$ cat src/rtl/rank_pkg.sv
// +--------------------------------------------------------------------+
// | rank_pkg: shared state encoding and rank-width helper.              |
// | Revision: 1.0                                                       |
// +--------------------------------------------------------------------+
`default_nettype none

package rank_pkg;

    typedef enum logic [1:0] {
        IDLE   = 2'd0,
        STREAM = 2'd1,
        DONE   = 2'd2
    } state_t;

    function automatic int rank_w(input int n);
        return (n > 1) ? $clog2(n) : 1;
    endfunction

endpackage

`default_nettype wire

$ cat src/rtl/rank_order_check.sv
// +--------------------------------------------------------------------+
// | rank_order_check: flags a beat scoring higher than the one before.  |
// | Revision: 1.0                                                       |
// +--------------------------------------------------------------------+
`default_nettype none

module rank_order_check #(
    parameter int DATA_WIDTH = 4
) (
    input  logic                  clk,
    input  logic                  reset,
    input  logic                  clear,
    input  logic                  fire,
    input  logic                  first,
    input  logic [DATA_WIDTH-1:0] data,
    output logic                  order_err
);

    logic [DATA_WIDTH-1:0] r_prev;
    logic                  r_err;

    always_ff @(posedge clk) begin
        if (!reset) begin
            r_prev <= '0;
            r_err  <= 1'b0;
        end else begin
            if (clear) begin
                r_err <= 1'b0;
            end else if (fire && !first && (data > r_prev)) begin
                r_err <= 1'b1;
            end
            if (fire) begin
                r_prev <= data;
            end
        end
    end

    assign order_err = r_err;

endmodule

`default_nettype wire

$ cat src/rtl/top10_stream.sv
// +--------------------------------------------------------------------+
// | top10_stream: streams a captured top-N result set one rank per beat.|
// | Optional order checker under RANK_CHECK_EN.  Revision: 1.0          |
// +--------------------------------------------------------------------+
`default_nettype none

module top10_stream
    import rank_pkg::*;
#(
    parameter  int DATA_WIDTH = 4,
    parameter  int TOP_N      = 10,
    parameter  int ID_WIDTH   = 6,
    localparam int RANK_W     = rank_w(TOP_N)
) (
    input  logic                           clk,
    input  logic                           reset,
    input  logic                           load,
    input  logic [DATA_WIDTH*TOP_N-1:0]    array_in,
    input  logic [ID_WIDTH*TOP_N-1:0]      id_in,
    output logic                           busy,
    output logic                           out_valid,
    input  logic                           out_ready,
    output logic [DATA_WIDTH-1:0]          out_data,
    output logic [ID_WIDTH-1:0]            out_id,
    output logic [RANK_W-1:0]              out_rank,
    output logic                           out_last,
`ifdef RANK_CHECK_EN
    output logic                           done,
    output logic                           order_err
`else
    output logic                           done
`endif
);

    localparam logic [RANK_W-1:0] C_LAST_IDX = RANK_W'(TOP_N - 1);

    state_t                        r_state;
    state_t                        w_next;
    logic [DATA_WIDTH*TOP_N-1:0]   r_vals;
    logic [ID_WIDTH*TOP_N-1:0]     r_ids;
    logic [RANK_W-1:0]             r_idx;
    logic                          w_fire;
    logic                          w_at_last;
    logic                          w_accept;

    assign w_fire    = out_valid & out_ready;
    assign w_at_last = (r_idx == C_LAST_IDX);
    assign w_accept  = (r_state == IDLE) & load;

    always_ff @(posedge clk) begin
        if (!reset) begin
            r_state <= IDLE;
        end else begin
            r_state <= w_next;
        end
    end

    always_comb begin
        w_next    = r_state;
        out_valid = 1'b0;
        busy      = 1'b0;
        done      = 1'b0;
        case (r_state)
            IDLE: begin
                if (load) begin
                    w_next = STREAM;
                end
            end
            STREAM: begin
                out_valid = 1'b1;
                busy      = 1'b1;
                if (w_fire && w_at_last) begin
                    w_next = DONE;
                end
            end
            DONE: begin
                done   = 1'b1;
                w_next = IDLE;
            end
            default: w_next = IDLE;
        endcase
    end

    // Shadow copy is only rewritten on an accepted load, so the sorter may move on.
    always_ff @(posedge clk) begin
        if (!reset) begin
            r_vals <= '0;
            r_ids  <= '0;
            r_idx  <= '0;
        end else if (w_accept) begin
            r_vals <= array_in;
            r_ids  <= id_in;
            r_idx  <= '0;
        end else if (w_fire && !w_at_last) begin
            r_idx  <= r_idx + RANK_W'(1);
        end
    end

    assign out_data = out_valid ? r_vals[int'(r_idx)*DATA_WIDTH +: DATA_WIDTH] : '0;
    assign out_id   = out_valid ? r_ids[int'(r_idx)*ID_WIDTH +: ID_WIDTH]      : '0;
    assign out_rank = out_valid ? r_idx : '0;
    assign out_last = out_valid & w_at_last;

`ifdef RANK_CHECK_EN
    rank_order_check #(
        .DATA_WIDTH (DATA_WIDTH)
    ) u_order_check (
        .clk       (clk),
        .reset     (reset),
        .clear     (w_accept),
        .fire      (w_fire),
        .first     (r_idx == '0),
        .data      (out_data),
        .order_err (order_err)
    );
`endif

endmodule

`default_nettype wire
$ cat config.mk
export PLATFORM = sky130hd
export DESIGN_NAME = top10_stream
export DESIGN_NICKNAME = d
export VERILOG_FILES = /design/src/rtl/rank_pkg.sv /design/src/rtl/rank_order_check.sv /design/src/rtl/top10_stream.sv
export SDC_FILE = /design/constraint.sdc
export NUM_CORES = 1
export LEC_CHECK = 0
export ABC_AREA = 1
export CORE_UTILIZATION = 38
export DETAILED_ROUTE_END_ITERATION = 16
export HOLD_SLACK_MARGIN = 0.12
export MAX_ROUTING_LAYER = met4
export PLACE_DENSITY = 0.73
export SETUP_SLACK_MARGIN = 0.2
export SLEW_MARGIN = 10
export SYNTH_ARGS = -nofsm -noshare
export SYNTH_HDL_FRONTEND = slang
export SYNTH_SLANG_ARGS = --single-unit
$ cat constraint.sdc
create_clock -name clk -period 1.9 [get_ports clk]
set_clock_uncertainty 0.1 [all_clocks]
set_input_delay 0.38 -clock clk [delete_from_list [all_inputs] [get_ports clk]]
set_output_delay 0.38 -clock clk [all_outputs]
set_load 0.05 [all_outputs]
==> metrics.yaml <==
clock_tree:
  clock_sinks: 106
  cts_made_buffers: 9
  cts_htree_levels: 3
  clk_pin_slew_ps: 70
  clk_latency_ps: 350
  clockRootBuffer: "clkbuf_16"
  cts_hold_buf: 0
  tritoncts: "yes"
  cts_max_path_buffers: 2
critical_path:
  critPathArrivalTime_ps: 1730
  reg2reg_from: "r_idx[1]"
  worst_setup_path_start_kind: "flop"
  cp.required_ps: 1420
  reg2reg_slack_ps: 200
  crit_start: "r_idx[0]"
  reg2reg_to: "r_idx[3]"
  critPathCaptureType: "primary output"
  crit_end: "out_data[1]"
  path_max_fanout: 31
  critPathKind: "flop to primary output"
  r2r_cells: 10
finish:
  area_growth_syn_to_layout_pct: 41.3
  stdcell_count: 1003
  drive_above_1_share_pct: 14.6
  layout_commonest_cell: "nand2_1"
  final_net_count: 932
  n_antenna_cell: 0
  final_cell_mix: "126 x nand2_1, 102 x clkdlybuf4s50_1, 100 x dfxtp_1"
  finish.utilization_pct: 55.1
global_routing:
  grt_pass1_wl_mm: 21.9
  grt_pass1_vias: 4399
  grt_antenna_before_repair: 0
  grt.overflow.total: 0
  grt_max_degree: 103
  grt_use_total_pct: 22.1
detailed_routing:
  drt-initial-drc-count: 369
  wl_mm: 14.0
  vias: 4835
  wl_per_cell_um: 13.9
  dr.pass1.iters: 5
  drc: 0
  routed_via_density: 4.82
  antenna_left: 0
yosys:
  yosysTopAreaCell: "dfxtp_1"
  synthAdderAreaFrac_pct: 0.507
  synthArstFlopShare_pct: 0
  synth_top_cell_area_share_pct: 43.0
  synth_cells: 715
  yosys_most_used_dff: "dfxtp_1"
  synth_top_family_by_area: "simple AND/OR/NAND/NOR gates"
  synth_compound_area_share_pct: 19.0
  yosysWarnings: 0
  synth_xor_area_share_pct: 0.177
  synth_simple_gate_area_share_pct: 23.9
  yosysSeqAreaShare_pct: 43.0
  synth_cell_types: 26
  syn_area_per_cell_um2: 6.91
  synth_area_leaders: "dfxtp_1 43%, nand2_1 9.7%, o21ai_0 9.2%"
  yosys-mux-area-fraction_pct: 0
  syn_nets: 821
  synth_edf_count: 0
  synth-seq-cells: 106
  syn-cell-area_mm2: 0.00494
timing:
  maxSlewHeadroom_pct: 76.8
  worstMarginPinSlew_ps: 347
  hold_viol: 0
  slew_violations: 0
  layout_setup_ws_ps: -313
  period_needed_ps: 2210
  rsz0062_at_grt: "yes"
  setup_viol: 11
  period_share_pct: 116
  fmax_ghz: 0.452
pwr:
  p_per_area_mw_per_mm2: 795
  ir_drop_uv: 348
  p_leak_nw: 2.85
  p_total_w: 0.00555
place:
  gp_congestion: 0.870
  dp_hpwl_mm: 9.76
  port_buffers: 121
  dp.cells: 979
min_path:
  hold_path.class: "flop to flop"
floorplan:
  boundaryPins: 122
  initial_core_util_pct: 39.0
  die_h_um: 116
  dieArea_mm2: 0.0135
  rows: 41
  die_w_um: 116
  fp.coreArea_mm2: 0.0127
outcome:
  status: "finished with violations"
  violations: "setup timing"
job:
  max-cap-violations: 0
cells by family (layout without fill, tap and decap cells):
group / count (synthesis) / after routing
flip-flops: 106 / 106
XOR/XNOR: 1 / 1
AO/OA/AOI/OAI: 185 / 185
buffers and inverters: 135 / 251
AND/OR/NAND/NOR: 286 / 286
adder cells (fa/ha/maj): 2 / 2
per-layer routing:
layer	wire length, µm	track usage (%)
met4	148	5.64
met1	6510	29.5
met2	6380	34.6
met3	933	3.87
met5	0	-
registers in the layout, indices dropped and copies added, names as in the netlist:
| name | count |
|---|---|
| r_vals | 40 |
| r_state | 2 |
| r_idx | 4 |
| r_ids | 60 |
synthesized netlist by cell type, types with 7 or more instances:
cell,number
nand2_1,127
dfxtp_1,106
nor2_1,91
o21ai_0,91
a21oi_1,82
inv_1,78
nand3_1,61
buf_2,14
buf_6,12
clkbuf_1,10
o21ai_1,10
buf_4,8
clkbuf_2,7
worst min-delay path by stage:
| stage | slack, ps | startpoint | depth (start not counted) | endpoint |
|---|---|---|---|---|
| 2_1_floorplan | 330 | r_vals[12] | 2 | r_vals[12] |
| 3_3_place_gp | 340 | r_ids[16] | 2 | r_ids[16] |
| 3_5_place_dp | 350 | r_vals[10] | 2 | r_vals[10] |
| 4_1_cts | 350 | r_vals[6] | 2 | r_vals[6] |
| 5_1_grt | 380 | r_vals[10] | 2 | r_vals[10] |
| 6_report | 350 | r_ids[22] | 2 | r_ids[22] |
per-stage QoR:
stage                     setup TNS (ps)  setup slack (ps)  area [µm²]  hold slack, ps
after detailed placement               0              14.6        6350             345
after floorplan                     -224             -22.5        4980             329
after global routing               -3770              -384        6980             379
after CTS                          -2970              -301        6930             354
final                              -2840              -313        6980             354
after global placement                 0              9.23        6350             340
critical path, cell delays in order, from the launching register on:
cell     delay (ps)
dfxtp_4         440
inv_6           130
nand2_1         100
nand3_1          80
nand3_1         130
nand3_1         120
a21oi_2         190
buf_6           180
timing repair:
item / 4_1_cts / 5_1_grt
setup buffers: 6 / 0
resized for setup: 51 / 14
setup endpoints to repair: 20 / 22
gates cloned: 2 / 0
pin swaps: 7 / 8
power by group:
group          switching [W]  internal, W
combinational       0.000562     0.000480
sequential         0.0000683      0.00240
clock               0.000849      0.00119
area by class of cell:
cell class / count / area (µm²)
clock buffers: 10 / 239
clock inverters: 6 / 88.8
fillers: 1206 / 5690
inverters: 81 / 325
multi-input cells: 474 / 2320
flip-flops and latches: 106 / 2140
well taps: 172 / 215
repair buffers: 153 / 1650
repair inverters: 1 / 7.51
Power figures use the tool's default switching activity.
